File: src/rtl/scroll_display_controller_pkg.sv
// scroll_pkg: shared state encoding, anode patterns and blank glyph for the name scroller.
package scroll_pkg;
    typedef enum logic [1:0] {IDLE, RUN, HOLD} state_t;
    localparam logic [3:0] AN_OFF = 4'b1111;
    // Index k selects position k: 0 is the rightmost digit, 3 the leftmost.
    localparam logic [3:0][3:0] AN_SEL = {4'b0111, 4'b1011, 4'b1101, 4'b1110};
    localparam logic [3:0] BLANK_DEF = 4'hF;
endpackage

File: src/rtl/scroll_display_controller_if.sv
// scroll_display_controller_if: control, message-write and display signals of the scroller.
interface scroll_display_controller_if #(parameter int MAX_LEN = 16);
    localparam int AW = $clog2(MAX_LEN);
    logic          start;
    logic          stop;
    logic          hold;
    logic          wr_en;
    logic [AW-1:0] wr_addr;
    logic [3:0]    wr_data;
    logic [AW:0]   msg_len;
    logic [3:0]    digit;
    logic [3:0]    an;
    logic          running;
    modport master (output start, stop, hold, wr_en, wr_addr, wr_data, msg_len,
                    input digit, an, running);
    modport slave (input start, stop, hold, wr_en, wr_addr, wr_data, msg_len,
                   output digit, an, running);
endinterface

File: src/rtl/scroll_display_controller_tick_gen.sv
// tick_gen: modulo-DIV counter with enable and sync clear; tick is high on the wrap cycle.
module tick_gen #(parameter int DIV = 4) (
    input  logic clk,
    input  logic reset,
    input  logic en,
    input  logic clr,
    output logic tick
);
    localparam int W = DIV > 1 ? $clog2(DIV) : 1;
    logic [W-1:0] cnt_q, cnt_d;
    always_comb begin
        tick  = en && cnt_q == W'(DIV - 1);
        cnt_d = clr ? '0 : tick ? '0 : en ? cnt_q + 1'b1 : cnt_q;
    end
    always_ff @(posedge clk or posedge reset)
        if (reset) cnt_q <= '0;
        else       cnt_q <= cnt_d;
endmodule

File: src/rtl/scroll_display_controller.sv
// scroll_display_controller: multiplexes a scrolling glyph message onto a 4-digit display
// using clock-enable ticks only; digit and anode outputs are registered together.
module scroll_display_controller import scroll_pkg::*; #(
    parameter int         REFRESH_DIV = 250000,
    parameter int         SCROLL_DIV  = 100000000,
    parameter int         MAX_LEN     = 16,
    parameter logic [3:0] BLANK_CODE  = BLANK_DEF
) (
    input logic clk,
    input logic reset,
    scroll_display_controller_if.slave bus
);
    localparam int AW = $clog2(MAX_LEN);
    state_t        state_q, state_d;
    logic [AW:0]   len_q, len_d;
    logic [AW-1:0] ptr_q, ptr_d;
    logic [1:0]    sel_q, sel_d;
    logic [3:0]    digit_q, digit_d, an_q, an_d;
    logic [3:0]    mem_q [MAX_LEN];
    logic          ref_tick, scr_tick, start_ok, active, blank;
    logic [1:0]    off;
    logic [AW:0]   sum, idx;
    tick_gen #(.DIV(REFRESH_DIV)) u_ref (
        .clk(clk), .reset(reset), .en(active), .clr(!active), .tick(ref_tick));
    // Scroll divider stays enabled-off in HOLD so it resumes from its frozen count.
    tick_gen #(.DIV(SCROLL_DIV)) u_scr (
        .clk(clk), .reset(reset), .en(state_q == RUN), .clr(!active), .tick(scr_tick));
    always_comb begin
        active   = state_q != IDLE;
        start_ok = state_q == IDLE && bus.start && !bus.stop && bus.msg_len != '0 &&
                   bus.msg_len <= (AW+1)'(MAX_LEN);
        state_d  = bus.stop ? IDLE :
                   start_ok ? RUN :
                   (state_q == RUN && bus.hold) ? HOLD :
                   (state_q == HOLD && !bus.hold) ? RUN : state_q;
        len_d    = start_ok ? bus.msg_len : len_q;
        sel_d    = start_ok ? 2'd0 : ref_tick ? sel_q + 2'd1 : sel_q;
        ptr_d    = start_ok ? '0 :
                   (scr_tick && len_q >= (AW+1)'(4)) ?
                   (({1'b0, ptr_q} == len_q - 1'b1) ? '0 : ptr_q + 1'b1) : ptr_q;
        off      = 2'd3 - sel_q;
        sum      = (AW+1)'(ptr_q) + (AW+1)'(off);
        idx      = sum >= len_q ? sum - len_q : sum;
        blank    = !active || bus.stop;
        digit_d  = blank ? BLANK_CODE :
                   ((AW+1)'(off) >= len_q) ? BLANK_CODE : mem_q[idx[AW-1:0]];
        an_d     = blank ? AN_OFF : AN_SEL[sel_q];
    end
    always_ff @(posedge clk or posedge reset)
        if (reset) begin
            state_q <= IDLE;
            len_q   <= '0;
            ptr_q   <= '0;
            sel_q   <= 2'd0;
            digit_q <= BLANK_CODE;
            an_q    <= AN_OFF;
        end else begin
            state_q <= state_d;
            len_q   <= len_d;
            ptr_q   <= ptr_d;
            sel_q   <= sel_d;
            digit_q <= digit_d;
            an_q    <= an_d;
        end
    // Reads above see the pre-write contents, so a same-cycle write/read returns old data.
    always_ff @(posedge clk)
        if (bus.wr_en) mem_q[bus.wr_addr] <= bus.wr_data;
    assign bus.digit   = digit_q;
    assign bus.an      = an_q;
    assign bus.running = active;
endmodule

File: src/flat_wrapper.sv
// flat-port wrapper written by rule: the top's interface ports become plain ports
module scroll_display_controller_flat import scroll_pkg::*;
#(
    parameter int         REFRESH_DIV = 250000,
    parameter int         SCROLL_DIV  = 100000000,
    parameter int         MAX_LEN     = 16,
    parameter logic [3:0] BLANK_CODE  = BLANK_DEF
)
  (clk, reset, bus_start, bus_stop, bus_hold, bus_wr_en, bus_wr_addr, bus_wr_data, bus_msg_len, bus_digit, bus_an, bus_running);
  scroll_display_controller_if #(.MAX_LEN(MAX_LEN)) bus_i ();
  input logic clk;
  input logic reset;
  input wire logic [$bits(bus_i.start)-1:0] bus_start;
  input wire logic [$bits(bus_i.stop)-1:0] bus_stop;
  input wire logic [$bits(bus_i.hold)-1:0] bus_hold;
  input wire logic [$bits(bus_i.wr_en)-1:0] bus_wr_en;
  input wire logic [$bits(bus_i.wr_addr)-1:0] bus_wr_addr;
  input wire logic [$bits(bus_i.wr_data)-1:0] bus_wr_data;
  input wire logic [$bits(bus_i.msg_len)-1:0] bus_msg_len;
  output wire logic [$bits(bus_i.digit)-1:0] bus_digit;
  output wire logic [$bits(bus_i.an)-1:0] bus_an;
  output wire logic [$bits(bus_i.running)-1:0] bus_running;
  assign bus_i.start = bus_start;
  assign bus_i.stop = bus_stop;
  assign bus_i.hold = bus_hold;
  assign bus_i.wr_en = bus_wr_en;
  assign bus_i.wr_addr = bus_wr_addr;
  assign bus_i.wr_data = bus_wr_data;
  assign bus_i.msg_len = bus_msg_len;
  assign bus_digit = bus_i.digit;
  assign bus_an = bus_i.an;
  assign bus_running = bus_i.running;
  scroll_display_controller #(.REFRESH_DIV(REFRESH_DIV), .SCROLL_DIV(SCROLL_DIV), .MAX_LEN(MAX_LEN), .BLANK_CODE(BLANK_CODE)) u_core (.clk(clk), .reset(reset), .bus(bus_i));
endmodule
File: config.mk
export PLATFORM = sky130hd
export DESIGN_NAME = scroll_display_controller_flat
export DESIGN_NICKNAME = d
export VERILOG_FILES = /design/src/rtl/scroll_display_controller_pkg.sv /design/src/rtl/scroll_display_controller_if.sv /design/src/rtl/scroll_display_controller_tick_gen.sv /design/src/rtl/scroll_display_controller.sv /design/src/flat_wrapper.sv
export SDC_FILE = /design/constraint.sdc
export NUM_CORES = 1
export LEC_CHECK = 0
export ABC_AREA = 0
export BUFFER_PORTS_ARGS = -buffer_cell sky130_fd_sc_hd__buf_2
export CAP_MARGIN = 15
export CORE_MARGIN = 2
export CORE_UTILIZATION = 62
export DETAILED_ROUTE_END_ITERATION = 12
export PLACE_DENSITY_LB_ADDON = 0.05
export REMOVE_ABC_BUFFERS = 1
export SLEW_MARGIN = 10
export SYNTH_ARGS = -nofsm -noshare
export SYNTH_HDL_FRONTEND = slang
export SYNTH_SLANG_ARGS = --single-unit
File: constraint.sdc
create_clock -name clk -period 4 [get_ports clk]
set_clock_uncertainty 0.05 [all_clocks]
set_input_delay 0.2 -clock clk [delete_from_list [all_inputs] [get_ports clk]]
set_output_delay 0.2 -clock clk [all_outputs]
set_load 0.01 [all_outputs]
# After elaboration in Yosys (flattened, before gate mapping)
# Memory sizes are Yosys's and may differ from the RTL's.
# Cells that the tools add are included.
[classes]
n_addsub = 8
order_cmp = 5
eq_ne = 6
muxes = 22
reduce_logical = 19
[ops]
columns = ["cell", "n"]
rows = [
  ["27-bit 2-to-1 mux", 3],
  ["18-bit 2-to-1 mux", 2],
  ["4-bit 2-to-1 mux", 8],
  ["27-bit by 1-bit adder with 27-bit output (second input constant)", 1],
  ["27-bit equality test (second input constant)", 1],
  ["18-bit by 1-bit adder with 18-bit output (second input constant)", 1],
  ["18-bit equality test (second input constant)", 1],
  ["2-bit 2-to-1 mux", 6],
  ["1-bit logical AND", 9],
  ["4-bit binary-select mux with 2-bit select", 1],
  ["2-bit nonzero test", 3],
  ["4-bit by 2-bit adder with 5-bit output", 1],
  ["4-bit by 5-bit equality test with 1-bit output", 1],
  ["2-bit by 5-bit >= comparator with 1-bit output", 1],
  ["5-bit by 3-bit >= comparator with 1-bit output (second input constant)", 1],
  ["5-bit >= comparator", 1],
  ["5-bit less-or-equal comparator (second input constant)", 1],
  ["5-bit nonzero test", 1],
  ["5-bit by 1-bit subtractor with 5-bit output (second input constant)", 1],
  ["4-bit by 1-bit adder with 4-bit output (second input constant)", 1],
  ["4-bit nonzero test", 1],
  ["4-bit subtractor", 1],
  ["1-bit zero test", 3],
  ["2-bit by 3-bit < comparator with 1-bit output (second input constant)", 1],
  ["8 further kinds", 9],
]
[totals]
register_bits = 66
ramBits = 64
inputBits = 19
out_inout_bits = 9
elab_cells = 69
n_memories = 1
[memory_table]
columns = ["name", "depth", "word_bits", "read_ports", "rd_ports_with_merged_regs", "wr", "line", "text"]
rows = [
  ["u_core.mem_q", 16, 4, 1, 0, 1, "scroll_display_controller.sv:19", "logic [3:0] mem_q [MAX_LEN];"],
]

# Longest topological paths before layout
[depth]
ltp_word = 7
ltp_mapped = 15
depth_no_buf = 14

# By module
# Synthesis repeated with hierarchy kept, for this count alone.
[hier_totals]
hier_cells = 592
hier_area_um2 = 6573.8
[modules_own_cells]
columns = ["module", "n_inst", "cells_per_inst", "area_each_um2", "seq_area_each_um2"]
rows = [
  ["scroll_display_controller", 1, 333, 4072.7, 2457.4],
  ["tick_gen (u_core.u_scr)", 1, 150, 1452.6, 675.6],
  ["tick_gen (u_core.u_ref)", 1, 109, 1048.5, 450.4],
]

# Least setup slack after synthesis
# No wires, ideal clock.
[synth_path]
path_kind = "reg2reg"
startpoint = "reg u_core.sel_q[0]"
endpoint = "reg u_core.digit_q[1] (netlist: u_core.bus.digit[1])"
setup_time_ns = 0.081
arrival_ns = 3.454
required_time_ns = 3.869
slack_ns = 0.416
path_stages_with_launch = 16
n_path_buf = 1
period_less_slack_ns = 3.584
path_cell_list = "dfrtp_1 -> inv_1 -> ha_1 -> inv_1 -> fa_1 -> xor2_4 -> clkinv_1 -> ha_1 -> and3_1 -> o21a_2 -> nor3_2 -> nor2_4 -> buf_6 -> mux2i_1 -> a221o_1 -> a32oi_1"
[synth_via]
elab_chain_cells = 7
elab_cells_between_ends = 9
classes_between = "3 x add/sub; 2 x order compare; 3 x mux; 1 x memory"
[synth_rtl]
columns = ["element", "line", "text"]
rows = [
  ["start: declaration", "scroll_display_controller.sv:17", "logic [1:0] sel_q, sel_d;"],
  ["start signal: assignment", "scroll_display_controller.sv:61", "sel_q <= sel_d;"],
  ["2-bit subtractor *", "scroll_display_controller.sv:41", "off = 2'd3 - sel_q;"],
  ["4-bit by 2-bit adder with 5-bit output", "scroll_display_controller.sv:42", "sum = (AW+1)'(ptr_q) + (AW+1)'(off);"],
  ["4-bit subtractor or 5-bit >= comparator (tied branches)", "scroll_display_controller.sv:43", "idx = sum >= len_q ? sum - len_q : sum;"],
  ["4-bit 2-to-1 mux", "scroll_display_controller.sv:43", ""],
  ["memory 16 x 4 bit", "--", ""],
  ["4-bit 2-to-1 mux *", "scroll_display_controller.sv:46", "((AW+1)'(off) >= len_q) ? BLANK_CODE : mem_q[idx[AW-1:0]];"],
  ["4-bit 2-to-1 mux *", "scroll_display_controller.sv:45", "digit_d = blank ? BLANK_CODE :"],
  ["net u_core.digit_d[1]", "scroll_display_controller.sv:18", "logic [3:0] digit_q, digit_d, an_q, an_d;"],
  ["end signal: assignment", "scroll_display_controller.sv:62", "digit_q <= digit_d;"],
  ["end: declaration", "scroll_display_controller.sv:18", ""],
]
# Mark *: on every way through the listed nets, which the timed path passes. The rest lies on a longest branch.
# A chain may end at the register's enable or synchronous reset.

# Worst setup path in the final report
# Same ends and word-level chain as after synthesis.

==> impl_metrics.json <==
{
  "path_cells": "inv_1 -> ha_1 -> inv_1 -> fa_1 -> xor2_4 -> clkinv_1 -> ha_2 -> nand4_1 -> o21ba_2 -> buf_4 -> nand4_1 -> o21ai_0 -> a221o_1 -> a32oi_1",
  "critical_path_required_ns": 4.40,
  "synth.distinct_cells": 66,
  "root_buffer": "clkbuf_8",
  "synth_cells": 637,
  "design_area_sq_mm": 0.00771,
  "path_max_fanout": 8,
  "first_pass_iters": 5,
  "htree_levels": 4,
  "powerDensity_mw_per_mm2": 508,
  "dpl.hpwl_um": 10600,
  "crit_family": "compound AO/OA/AOI/OAI gates",
  "vdd_drop_max_mv": 0.465,
  "tritoncts": "yes",
  "antenna_found_initial": 0,
  "maxSlewViolCount": 0,
  "ys.flop_type": "edfxtp_1",
  "start_util_pct": 64.4,
  "power.switching_mw": 1.14,
  "vias_per_cell": 6.39,
  "synthTopCellsByArea": "edfxtp_1, dfrtp_1, nor2_1",
  "chipWidth_um": 108,
  "seqPwrFrac_pct": 37.8,
  "status": "finished clean",
  "drive_gt1_share_pct": 14.9,
  "synth_area_sq_mm": 0.00668,
  "place_ws_ns": 0.0568,
  "grt_overflow": 0,
  "synth_most_common_cell": "edfxtp_1",
  "core_sq_mm": 0.0104,
  "ant_nets": 0,
  "clock_latency_ns": 0.54,
  "comb_power_share_pct": 21.6,
  "synth_edf_count": 64,
  "die_area_sq_mm": 0.0116,
  "period_share_pct": 95.1,
  "start_kind": "flop",
  "clock_power_share_pct": 40.6,
  "portBuffers": 27,
  "synthTopCellsByCount": "edfxtp_1, nor2_1, nand2_1, dfrtp_1, nand3_1",
  "cp.arrival_ns": 4.21,
  "wirelength_um": 15800,
  "grt_pass1_wl_um": 25700,
  "drc": 0,
  "dr.first_iter.drc_count": 463,
  "yosysWarnings": 0,
  "synth_seq_cells": 130,
  "nNetsFinal": 722,
  "yosysTopAreaCell": "edfxtp_1",
  "p_leak_nw": 3.02,
  "fmax_mhz": 263,
  "gp_congestion": 0.941,
  "cts_buffers": 17,
  "hold_slack_ns": 0.0111,
  "crit_slowest_cell": "fa_1",
  "r2r_slack_ns": 0.20,
  "place_area_sq_mm": 0.00695,
  "maxCapViolations": 0,
  "internal-power_mw": 2.78,
  "diodes": 0,
  "tns_ns": 0,
  "synth_top_cell_area_share_pct": 28.8,
  "num_vias": 5317,
  "worst-setup-path-type": "reg2reg",
  "path_buf_inv": 4,
  "sw_frac_of_total_pct": 29.1,
  "grt_max_degree": 36,
  "cts_max_path_buffers": 2,
  "min_path_type": "in2reg",
  "drt-wirelength-per-cell_um": 19.0,
  "async_flop_share_pct": 50.8,
  "rows": 37,
  "crit_path_max_incr_delay_ns": 0.46,
  "setup_violations": 0,
  "timing.final.ws_setup_ns": 0.196,
  "clock_sinks": 130,
  "worst-slew-pin-transition_ns": 1.03,
  "grt_pass1_vias": 5139,
  "area_growth_pct": 15.5,
  "die_y_um": 108,
  "relSlewSlack_pct": 31.5,
  "fin_crit_ns": 3.80,
  "finalHoldViolCount": 0,
  "final_util_pct": 74.4,
  "ys_seq_area_share_pct": 53.7,
  "grt_usage_pct": 29.1,
  "end_kind": "flop",
  "path_clk_slew_ns": 0.06,
  "postSynthAreaPerCell_sq_um": 10.5,
  "io_pins": 28
}
==> cell type report <==
class,instances,area (sq um)
timing repair buffer,52,345
sequential,130,3580
multi-input combinational,462,2930
clock buffer,19,422
clock inverter,13,185
fill,702,2660
inverter,20,75.1
tap,136,170
==> power by group through the flow <==
| stage | registers [mW] | logic [mW] | clock network [mW] |
|---|---|---|---|
| after global placement | 1.50 | 0.760 | 0 |
| after floorplan | 1.50 | 0.531 | 0 |
| after detailed placement | 1.50 | 0.775 | 0 |
| after global routing | 1.48 | 0.916 | 1.66 |
| after CTS | 1.48 | 0.795 | 1.61 |
| final | 1.48 | 0.844 | 1.59 |
==> flip-flops by register name, summed over array words and instances (netlist names) <==
signal / count
u_core.mem_q: 64
u_core.u_scr.cnt_q: 27
u_core.u_ref.cnt_q: 18
u_core.len_q: 5
u_core.bus.an: 4
u_core.bus.digit: 4
u_core.ptr_q: 4
u_core.sel_q: 2
u_core.state_q: 2
==> path summary, 6_finish.rpt <==
path                       cells past startpoint                   from               endpoint
max                                           14        u_core.sel_q[0]    u_core.bus.digit[1]
max reg2reg                                   14        u_core.sel_q[0]    u_core.bus.digit[1]
min in group asynchronous                      3                  reset  u_core.u_ref.cnt_q[0]
min                                            1         bus_wr_data[2]     u_core.mem_q[0][2]
max in group asynchronous                      4                  reset       u_core.bus.an[0]
min reg2reg                                    1  u_core.u_ref.cnt_q[0]  u_core.u_ref.cnt_q[0]
==> layout by cell type (no fill, tap or decap), types with 3 or more instances in the layout <==
| cell type | count |
|---|---|
| a211oi_1 | 17 |
| a21o_1 | 5 |
| a21oi_1 | 12 |
| a221o_1 | 3 |
| a22oi_1 | 5 |
| a2bb2oi_1 | 4 |
| a31oi_1 | 11 |
| a32oi_1 | 3 |
| and2_1 | 3 |
| and3_1 | 22 |
| buf_2 | 27 |
| buf_4 | 16 |
| bufinv_16 | 4 |
| clkbuf_16 | 16 |
| clkinvlp_4 | 5 |
| dfrtp_1 | 58 |
| dfstp_2 | 8 |
| dlygate4sd3_1 | 9 |
| edfxtp_1 | 64 |
| ha_1 | 17 |
| inv_1 | 18 |
| mux2i_1 | 7 |
| nand2_1 | 59 |
| nand2b_1 | 8 |
| nand3_1 | 41 |
| nand3b_1 | 3 |
| nand4_1 | 13 |
| nor2_1 | 60 |
| nor2b_1 | 4 |
| nor3_1 | 8 |
| nor4_1 | 5 |
| o211ai_1 | 6 |
| o21ai_0 | 37 |
| o21ai_1 | 24 |
| o31ai_1 | 9 |
| o41ai_1 | 5 |
| xnor2_1 | 13 |
| xor2_1 | 12 |
==> layer usage <==
| layer | track usage [%] | wire, um | up-vias |
|---|---|---|---|
| met5 | 0 | 0 | - |
| met4 | 12.1 | 410 | 0 |
| met3 | 6.54 | 871 | 40 |
| met2 | 47.7 | 7950 | 214 |
| met1 | 37.6 | 6550 | 2610 |
| li1 | - | - | 2453 |
==> metrics by stage <==
step	power, mW	std cells
final	3.91	832
after global routing	4.06	832
after CTS	3.88	830
after detailed placement	2.28	789
after global placement	2.26	789
after floorplan	2.03	612
==> cells by family (layout without fill, tap and decap cells) <==
| logic type | after synthesis | after routing | synth area share, % |
|---|---|---|---|
| xor gates and xnor gates | 27 | 27 | 3.82 |
| AOI/OAI and AO/OA | 162 | 162 | 16.0 |
| and+or+nand+nor | 246 | 246 | 18.3 |
| adders and majority gates | 20 | 20 | 3.97 |
| DFF | 130 | 130 | 53.7 |
| muxes | 7 | 7 | 1.05 |
| buffers and inverters | 45 | 104 | 3.22 |
==> what timing repair did <==
action | 4_1_cts | 5_1_grt
setup buffers | 0 | 2
hold buffers | 9 | 0
resized for setup | 0 | 12
setup endpoints to repair | 0 | 4
endpoints found under the hold margin | 45 | 0
Note: power is estimated with default switching activity, not from simulation.
